$ cat src/rtl/layer_mixer.sv
// N-layer priority compositor with per-layer colour keys; config commits at frame start.
// Latency 2 cycles, one pixel per clock, never stalls (no backpressure).
module layer_mixer #(
  parameter int NUM_LAYERS = 4,
  parameter int COLOR_W    = 8
) (
  input  logic                              clk,
  input  logic                              reset_n,
  input  logic [NUM_LAYERS*3*COLOR_W-1:0]   layer_rgb,
  input  logic                              hs_in,
  input  logic                              vs_in,
  input  logic                              blank_in,
  input  logic                              cfg_we,
  input  logic [3:0]                        cfg_addr,
  input  logic [31:0]                       cfg_data,
  output logic [3*COLOR_W-1:0]              rgb_out,
  output logic                              hs_out,
  output logic                              vs_out,
  output logic                              blank_out,
  output logic                              frame_drawn,
  output logic                              cfg_pending
);
  localparam int PIX_W = 3 * COLOR_W;
  localparam int IDX_W = $clog2(NUM_LAYERS);

  logic [NUM_LAYERS-1:0] en_sh_q, en_q;
  logic [PIX_W-1:0]      bg_sh_q, bg_q;
  logic [IDX_W-1:0]      prio_sh_q [NUM_LAYERS];
  logic [IDX_W-1:0]      prio_q    [NUM_LAYERS];
  logic [PIX_W-1:0]      key_sh_q  [NUM_LAYERS];
  logic [PIX_W-1:0]      key_q     [NUM_LAYERS];
  logic                  vs_prev_q, commit_q, pending_q;
  logic                  wr_ok;

  logic                        unused_cfg;
  assign unused_cfg = ^cfg_data;
  assign wr_ok = cfg_we && (cfg_addr < 4'(3 + NUM_LAYERS));

  // Shadow registers take CPU writes; active ones reload the cycle after vs_in rises.
  always_ff @(posedge clk or negedge reset_n) begin
    if (!reset_n) begin
      en_sh_q   <= '1;
      en_q      <= '1;
      bg_sh_q   <= '0;
      bg_q      <= '0;
      for (int s = 0; s < NUM_LAYERS; s++) begin
        prio_sh_q[s] <= IDX_W'(s);
        prio_q[s]    <= IDX_W'(s);
        key_sh_q[s]  <= '0;
        key_q[s]     <= '0;
      end
      vs_prev_q <= 1'b0;
      commit_q  <= 1'b0;
      pending_q <= 1'b0;
    end else begin
      vs_prev_q <= vs_in;
      commit_q  <= vs_in & ~vs_prev_q;
      if (commit_q) begin
        en_q   <= en_sh_q;
        bg_q   <= bg_sh_q;
        prio_q <= prio_sh_q;
        key_q  <= key_sh_q;
      end
      if (wr_ok) begin
        case (cfg_addr)
          4'd0: en_sh_q <= cfg_data[NUM_LAYERS-1:0];
          4'd1: bg_sh_q <= cfg_data[PIX_W-1:0];
          4'd2: for (int s = 0; s < NUM_LAYERS; s++) prio_sh_q[s] <= cfg_data[s*4 +: IDX_W];
          default: begin
            for (int i = 0; i < NUM_LAYERS; i++)
              if (cfg_addr == 4'(3 + i)) key_sh_q[i] <= cfg_data[PIX_W-1:0];
          end
        endcase
      end
      // A write in the commit cycle keeps pending set for the next frame.
      if (wr_ok)         pending_q <= 1'b1;
      else if (commit_q) pending_q <= 1'b0;
    end
  end

  logic [NUM_LAYERS-1:0]       vis_d, vis_s1_q;
  logic [NUM_LAYERS*PIX_W-1:0] pix_s1_q;
  logic [IDX_W-1:0]            prio_s1_q [NUM_LAYERS];
  logic [PIX_W-1:0]            bg_s1_q;
  logic                        hs_s1_q, vs_s1_q, blank_s1_q;

  always_comb begin
    vis_d = '0;
    for (int i = 0; i < NUM_LAYERS; i++)
      vis_d[i] = en_q[i] && (layer_rgb[i*PIX_W +: PIX_W] != key_q[i]);
  end

  // Stage 1 carries the active priority/background along so a mid-pipeline commit cannot split a pixel's config.
  always_ff @(posedge clk or negedge reset_n) begin
    if (!reset_n) begin
      vis_s1_q   <= '0;
      pix_s1_q   <= '0;
      bg_s1_q    <= '0;
      for (int s = 0; s < NUM_LAYERS; s++) prio_s1_q[s] <= '0;
      hs_s1_q    <= 1'b0;
      vs_s1_q    <= 1'b0;
      blank_s1_q <= 1'b0;
    end else begin
      vis_s1_q   <= vis_d;
      pix_s1_q   <= layer_rgb;
      bg_s1_q    <= bg_q;
      prio_s1_q  <= prio_q;
      hs_s1_q    <= hs_in;
      vs_s1_q    <= vs_in;
      blank_s1_q <= blank_in;
    end
  end

  logic [PIX_W-1:0] rgb_d;
  logic             found;

  always_comb begin
    rgb_d = bg_s1_q;
    found = 1'b0;
    for (int s = 0; s < NUM_LAYERS; s++)
      for (int l = 0; l < NUM_LAYERS; l++)
        if (!found && prio_s1_q[s] == IDX_W'(l) && vis_s1_q[l]) begin
          rgb_d = pix_s1_q[l*PIX_W +: PIX_W];
          found = 1'b1;
        end
    if (blank_s1_q) rgb_d = '0;
  end

  logic [PIX_W-1:0] rgb_q;
  logic             hs_q, vs_q, blank_q, fd_q;

  always_ff @(posedge clk or negedge reset_n) begin
    if (!reset_n) begin
      rgb_q   <= '0;
      hs_q    <= 1'b0;
      vs_q    <= 1'b0;
      blank_q <= 1'b0;
      fd_q    <= 1'b0;
    end else begin
      rgb_q   <= rgb_d;
      hs_q    <= hs_s1_q;
      vs_q    <= vs_s1_q;
      blank_q <= blank_s1_q;
      fd_q    <= vs_s1_q & ~vs_q;
    end
  end

  assign rgb_out     = rgb_q;
  assign hs_out      = hs_q;
  assign vs_out      = vs_q;
  assign blank_out   = blank_q;
  assign frame_drawn = fd_q;
  assign cfg_pending = pending_q;
endmodule

$ cat config.mk
export PLATFORM = sky130hd
export DESIGN_NAME = layer_mixer
export DESIGN_NICKNAME = d
export VERILOG_FILES = /design/src/rtl/layer_mixer.sv
export SDC_FILE = /design/constraint.sdc
export NUM_CORES = 1
export LEC_CHECK = 0
export ABC_CLOCK_PERIOD_IN_PS = 5050
export CAP_MARGIN = 20
export CORE_UTILIZATION = 45
export DETAILED_ROUTE_END_ITERATION = 8
export PLACE_DENSITY = 0.63
export SLEW_MARGIN = 20
export SYNTH_ARGS = -nofsm -noshare
export SYNTH_HDL_FRONTEND = slang
export SYNTH_SLANG_ARGS = --single-unit
$ cat constraint.sdc
create_clock -name clk -period 5.05 [get_ports clk]
set_input_delay 0.7575 -clock clk [delete_from_list [all_inputs] [get_ports clk]]
set_output_delay 0.7575 -clock clk [all_outputs]
set_load 0.01 [all_outputs]
==> results.py, run 1 <==
metrics = {
    "logic_synthesis": {
        "synthArstFlopShare_pct": 100,
        "synth_top_area_cell": "dfrtp_1",
        "syn_area_per_cell_sq_um": 12.9,
        "synth_edf_count": 0,
        "yosysUniqueCellTypes": 84,
        "ys_ff_latch": 429,
        "synth.area.top_cells": "dfrtp_1 53%, mux2_2 15%, xor2_1 2.9%",
        "muxShareOfSynthArea_pct": 16.9,
        "synthXorXnorAreaFrac_pct": 4.33,
        "synth_area_sq_um": 19400,
        "synth_flop_cell": "dfrtp_1",
        "synthAdderAreaFrac_pct": 0,
        "synth_top_family_by_area": "multiplexers",
        "synth_nets": 1645,
        "synth-compound-area-share_pct": 11.9,
        "ys_warn_count": 0,
        "synthCells": 1507,
        "ys_seq_area_share_pct": 55.4,
        "netlist.area_leader.share_pct": 53.3,
        "synthSimpleGateAreaFrac_pct": 8.46,
    },
    "grt": {
        "grt_pass1_wl_um": 89300,
        "grt_antenna_before_repair": 1,
        "grt.busiest_layer": "met2",
        "met3_usage_pct": 4.73,
        "gr-usage-met2_pct": 42.5,
        "grt_max_degree": 126,
        "grt_pass1_vias": 13200,
        "grt_usage_pct": 27.8,
        "overflow": 0,
        "met1_usage_pct": 40.7,
    },
    "cells_and_area": {
        "layout_commonest_cell": "dfrtp_1",
        "final.fill_count": 3574,
        "final_cell_mix": "412 x dfrtp_1, 267 x mux2_2, 157 x clkdlybuf4s50_1",
        "area_growth_pct": 18.2,
        "nNetsFinal": 1779,
        "drive_gt1_share_pct": 26.3,
        "instances_no_fill": 2218,
    },
    "sta": {
        "timing.fmax_mhz": 260,
        "fin_worst_skew_ns": 0.0270,
        "tightest_slew_ns": 1.07,
        "setup_violations": 0,
        "hold_viol_final": 0,
        "slew_violations": 0,
        "rsz0062_at_grt": "false",
        "period_minus_slack_ns": 3.85,
        "tns_ns": 0,
        "maxSlewHeadroom_pct": 28.9,
        "finalCritPeriodShare_pct": 76.3,
    },
    "route": {
        "drt_wl_total_um": 60100,
        "drt_iter0_markers": 1135,
        "wl_per_cell_um": 27.1,
        "ant_nets": 0,
        "drc_errors": 0,
        "dr_total_vias": 13500,
        "drtPass1Iterations": 5,
        "vias_per_cell": 6.08,
    },
    "worst_setup_path": {
        "worstPathRequired_ns": 5.53,
        "critPathSlowestCell": "mux4_2",
        "critPathMaxStageDelay_ns": 0.96,
        "worstSetupPathType": "reg2reg",
        "reg2reg_depth": 7,
        "r2r_slack_ns": 1.20,
        "endpoint_kind": "flop",
        "critical-path-top-delay-family": "simple AND/OR/NAND/NOR gates",
        "worstPathCellList": "mux4_2 > nor4_1 > and3_1 > buf_4 > a21o_1 > o22ai_1 > nor3_1",
        "cp.arrival_ns": 4.33,
        "critPathMaxFanout": 31,
        "start_kind": "flop",
        "critPathBufInv": 1,
        "r2r_end": "rgb_out[20]",
        "reg2reg_from": "prio_s1_q[6]",
    },
    "floorplan": {
        "io_pins": 167,
        "rows": 75,
        "coreArea_sq_um": 42200,
        "dieHeight_um": 210,
        "start_util_pct": 45.9,
        "dieArea_sq_um": 43900,
        "die_x_um": 210,
    },
    "clock_network": {
        "clk_pin_slew_ns": 0.06,
        "cts_max_path_buffers": 3,
        "htree_levels": 2,
        "post_cts_buffers": 0,
        "cts_hold_buf": 0,
        "root_buffer": "clkbuf_16",
        "clk_latency_ns": 0.60,
        "ctsResizeCount": 0,
        "clock_sinks": 429,
        "cts_tree": "done",
        "cts_made_buffers": 45,
    },
    "placed_design": {
        "gp_congestion": 0.908,
        "dp_hpwl_um": 43500,
        "dp.cells": 2132,
        "io_buffers": 158,
    },
    "power": {
        "p_leak_nw": 9.85,
        "power_density_nw_per_um2": 507,
        "vdd_drop_max_mv": 0.292,
    },
    "hold_path": {
        "hp-class": "in2async",
    },
    "run_status": {
        "run_status": "complete, no violations",
    },
    "flow_run": {
        "max_cap_violations": 0,
    },
}
synthesized netlist by cell type (4+ instances only):
library cell  instances
dfrtp_1             413
mux2_2              267
xor2_1               64
nor2_1               62
o22ai_1              60
clkbuf_1             52
nand2_1              52
a21oi_1              47
xnor2_1              32
buf_2                30
a221o_1              29
nor4_1               29
a21o_1               25
mux2i_1              21
nor3_1               20
o21ai_0              19
a211o_1              18
a31oi_1              18
dfstp_2              16
o32ai_1              16
buf_6                15
nand4_1              14
nand3b_1             12
nor4b_2               9
a22oi_1               8
nand3_1               8
and3_1                7
inv_1                 7
o221ai_1              7
or3_1                 7
a2111oi_0             5
buf_1                 5
nor4_2                5
nor4bb_1              5
o21ai_1               5
o31a_1                5
a21o_2                4
and3b_1               4
nor2_2                4
nor4b_1               4
o311ai_0              4
worst reg2reg max path, stage by stage, from the launching register on:
cell and delay [ns]:
dfrtp_1 0.81, mux4_2 0.96, nor4_1 0.36, and3_1 0.77, buf_4 0.33, a21o_1 0.15, o22ai_1 0.08, nor3_1 0.26
power breakdown:
part	leakage, nW	internal, mW	switching, mW	total, mW
clock network	0.731	1.94	1.38	3.33
logic	3.92	1.65	1.76	3.41
registers	5.20	4.26	0.621	4.88
per-stage QoR:
stage | setup WS [ns] | cell area (sq um) | power, mW | util, % | hold slack, ns
after floorplan | 2.72 | 19400 | 7.13 | - | 0.331
after global placement | 1.31 | 21400 | 8.21 | 50.7 | 0.340
after detailed placement | 1.25 | 21400 | 8.30 | 50.7 | 0.335
after CTS | 1.26 | 22900 | 11.7 | 54.2 | 0.227
after global routing | 1.05 | 22900 | 12.2 | 54.3 | 0.254
final | 1.20 | 22900 | 11.6 | 54.3 | 0.193
area by class of cell:
| class | count | area, sq um | share of cell area (%) |
|---|---|---|---|
| inverters | 7 | 26.3 | 0.115 |
| diodes | 1 | 2.50 | 0.0109 |
| clock buffers | 71 | 1340 | 5.86 |
| repair buffers | 191 | 1880 | 8.19 |
| well taps | 539 | 674 | 2.94 |
| multi-input cells | 967 | 8080 | 35.2 |
| flip-flops and latches | 429 | 10800 | 46.9 |
| clock inverters | 13 | 166 | 0.726 |
state kept, by name, summed over array words and instances (netlist names), 4 cells and up:
name,cells
bg_s1_q,24
en_sh_q,4
key_sh_q,96
bg_q,24
prio_q,8
prio_s1_q,8
pix_s1_q,96
prio_sh_q,8
en_q,4
key_q,96
vis_s1_q,4
rgb_out,24
bg_sh_q,24
kinds of logic after synthesis:
kind of cell	Yosys count
simple gates	273
flops	429
buf+inv	111
mux	291
compound gates	307
xor+xnor	96
worst max path at each step:
stage | from | to | slack (ns) | depth (start not counted)
2_1_floorplan | cfg_addr[0] | key_sh_q[27] | 2.72 | 4
3_3_place_gp | prio_s1_q[6] | rgb_out[2] | 1.31 | 7
3_5_place_dp | prio_s1_q[6] | rgb_out[18] | 1.25 | 7
4_1_cts | prio_s1_q[6] | rgb_out[18] | 1.26 | 7
5_1_grt | prio_s1_q[6] | rgb_out[23] | 1.05 | 8
6_report | prio_s1_q[6] | rgb_out[20] | 1.20 | 7
metal layers:
| layer | share of wire, % | wire [um] | up-vias |
|---|---|---|---|
| met1 | 45 | 27100 | 6926 |
| met5 | 0 | 0 | - |
| li1 | - | - | 5903 |
| met3 | 6.9 | 4150 | 87 |
| met2 | 45 | 27200 | 569 |
| met4 | 2.6 | 1580 | 0 |
Power figures use the tool's default switching activity.
==> run 2, diff against run 1 <==
--- a/config.mk
+++ b/config.mk
@@ -5,11 +5,11 @@
 export SDC_FILE = /design/constraint.sdc
 export NUM_CORES = 1
 export LEC_CHECK = 0
-export ABC_CLOCK_PERIOD_IN_PS = 5050
+export ABC_CLOCK_PERIOD_IN_PS = 3400
 export CAP_MARGIN = 20
 export CORE_UTILIZATION = 45
 export DETAILED_ROUTE_END_ITERATION = 8
-export PLACE_DENSITY = 0.63
+export PLACE_DENSITY = 0.65
 export SLEW_MARGIN = 20
 export SYNTH_ARGS = -nofsm -noshare
 export SYNTH_HDL_FRONTEND = slang
==> constraint.sdc (replaced) <==
create_clock -name clk -period 3.4 [get_ports clk]
set_input_delay 0.51 -clock clk [delete_from_list [all_inputs] [get_ports clk]]
set_output_delay 0.51 -clock clk [all_outputs]
set_load 0.01 [all_outputs]
==> run 2 against run 1 <==
Effect of this change:
- global-route usage up 0.37 points
- routed wire length up 1.4%
- flip-flop and latch count unchanged
- final cell count up 1.2%
- register-to-register slack worse by 0.85 ns
- clock-buffer cell count down 5
==> results.py, run 2 (synthesis gave the netlist of run 1 again) <==
metrics = {
    "grt": {
        "grt_usage_pct": 28.2,
        "grt_pass1_vias": 13400,
        "grt_max_degree": 79,
        "grt_pass1_wl_um": 90200,
        "overflow": 0,
        "grt_antenna_before_repair": 1,
    },
    "route": {
        "vias_per_cell": 6.05,
        "drc_errors": 0,
        "drt_wl_total_um": 60900,
        "wl_per_cell_um": 27.1,
        "dr_total_vias": 13600,
        "ant_nets": 0,
        "drt_iter0_markers": 1123,
        "drtPass1Iterations": 5,
    },
    "placed_design": {
        "io_buffers": 158,
        "gp_congestion": 0.933,
        "dp_worst_setup_slack_ns": 0.476,
        "placed_area_sq_um": 21700,
        "dp_hpwl_um": 44700,
    },
    "worst_setup_path": {
        "critPathMaxFanout": 17,
        "r2r_end": "rgb_out[23]",
        "reg2reg_depth": 7,
        "r2r_slack_ns": 0.35,
        "worstPathRequired_ns": 3.81,
        "cp.arrival_ns": 3.46,
        "crit_end": "rgb_out[23]",
        "worstSetupPathType": "reg2reg",
        "start_kind": "flop",
        "endpoint_kind": "flop",
        "crit_start": "vis_s1_q[2]",
        "reg2reg_from": "vis_s1_q[2]",
    },
    "cells_and_area": {
        "final.fill_count": 3531,
        "largestRegisters": "key_q (96), key_sh_q (96), pix_s1_q (96)",
        "seq_area_sq_um": 10800,
        "multiInputGateArea_sq_um": 8080,
        "drive_gt1_share_pct": 27.3,
        "layout_commonest_cell": "dfrtp_1",
        "final_cell_mix": "412 x dfrtp_1, 267 x mux2_2, 157 x clkdlybuf4s50_1",
        "fin_util_pct": 55.3,
        "nNetsFinal": 1805,
        "design_area_sq_um": 23300,
        "area_growth_pct": 20.3,
    },
    "clock_network": {
        "cts_made_buffers": 45,
        "cts_max_path_buffers": 3,
        "clk_latency_ns": 0.59,
        "cts_tree": "done",
        "htree_levels": 2,
        "clk_pin_slew_ns": 0.06,
        "ctsResizeCount": 0,
        "root_buffer": "clkbuf_16",
        "clock_sinks": 429,
    },
    "sta": {
        "slew_violations": 0,
        "fin_worst_skew_ns": 0.0234,
        "timing.fmax_mhz": 328,
        "tightest_slew_ns": 0.936,
        "setup_violations": 0,
        "finalWorstSetupSlack_ns": 0.349,
        "finalCritPeriodShare_pct": 89.7,
        "period_minus_slack_ns": 3.05,
        "tns_ns": 0,
        "rsz0062_at_grt": "false",
        "maxSlewHeadroom_pct": 37.6,
        "hold_viol_final": 0,
    },
    "floorplan": {
        "io_pins": 167,
        "dieArea_sq_um": 43900,
        "die_x_um": 210,
        "dieHeight_um": 210,
        "start_util_pct": 45.9,
        "coreArea_sq_um": 42200,
        "rows": 75,
    },
    "power": {
        "vdd_drop_max_mv": 0.381,
        "p_leak_nw": 10.1,
        "power_density_nw_per_um2": 763,
    },
    "hold_path": {
        "hp-class": "reg2reg",
    },
    "flow_run": {
        "max_cap_violations": 0,
    },
    "run_status": {
        "run_status": "complete, no violations",
    },
}
[run 2: metal layers]
layer  up-vias  share of wire [%]  GRT usage, %
met2       547                 46          43.8
met1      7000                 45          41.4
met4         0                2.3          7.12
met5         -                  0             0
met3        82                6.9          4.38
li1       5955                  -             -
[run 2: worst min path at each step]
| stage | start | endpoint | slack (ns) | cells after the start |
|---|---|---|---|---|
| global placement | hs_s1_q | hs_out | 0.33 | 0 |
| finish | hs_s1_q | hs_out | 0.35 | 0 |
| detailed placement | hs_s1_q | hs_out | 0.34 | 0 |
| global route | hs_s1_q | hs_out | 0.36 | 0 |
| CTS | hs_in | hs_s1_q | 0.35 | 1 |
| floorplan | reset_n | bg_q[0] | 0.21 | 0 |
[run 2: worst max-delay path, cell delays in order, from the launching register on]
cell	delay [ns]
dfrtp_1	0.51
mux4_2	0.79
or2_1	0.46
a31oi_4	0.22
buf_12	0.18
a21o_1	0.13
o22ai_1	0.09
nor4_1	0.48
[run 2: power by group]
| group | internal (mW) | switching (mW) | total, mW | leakage [nW] |
|---|---|---|---|---|
| sequential | 6.33 | 0.831 | 7.16 | 5.20 |
| combinational | 2.58 | 2.73 | 5.31 | 4.07 |
| clock | 3.26 | 2.07 | 5.33 | 0.781 |
| total | 12.2 | 5.63 | 17.8 | 10.1 |
[run 2: stage by stage]
stage | hold WS, ns | power [mW] | cells
after global routing | 0.355 | 18.6 | 2243
after detailed placement | 0.336 | 12.5 | 2158
after CTS | 0.348 | 17.9 | 2243
after floorplan | 0.214 | 10.6 | 1507
final | 0.349 | 17.8 | 2244
after global placement | 0.334 | 12.4 | 2158
[run 2: cell type report]
| type | instances | area share [%] |
|---|---|---|
| sequential | 429 | 46.1 |
| multi-input combinational | 967 | 34.6 |
| timing repair buffer | 217 | 9.30 |
| clock buffer | 66 | 5.51 |
| tap | 539 | 2.89 |
| clock inverter | 18 | 1.43 |
| inverter | 7 | 0.113 |
| antenna | 1 | 0.0107 |
[run 2: repair_timing]
action,CTS,global route
hold buffers,1,0
setup buffers,0,0
endpoints found under the hold margin,69,0
==> run 3, diff against run 2 <==
--- a/config.mk
+++ b/config.mk
@@ -14,3 +14,4 @@
 export SYNTH_ARGS = -nofsm -noshare
 export SYNTH_HDL_FRONTEND = slang
 export SYNTH_SLANG_ARGS = --single-unit
+export TNS_END_PERCENT = 30
==> results of run 3 <==
No change in the layout: final DEF, timing and power equal those of run 2.
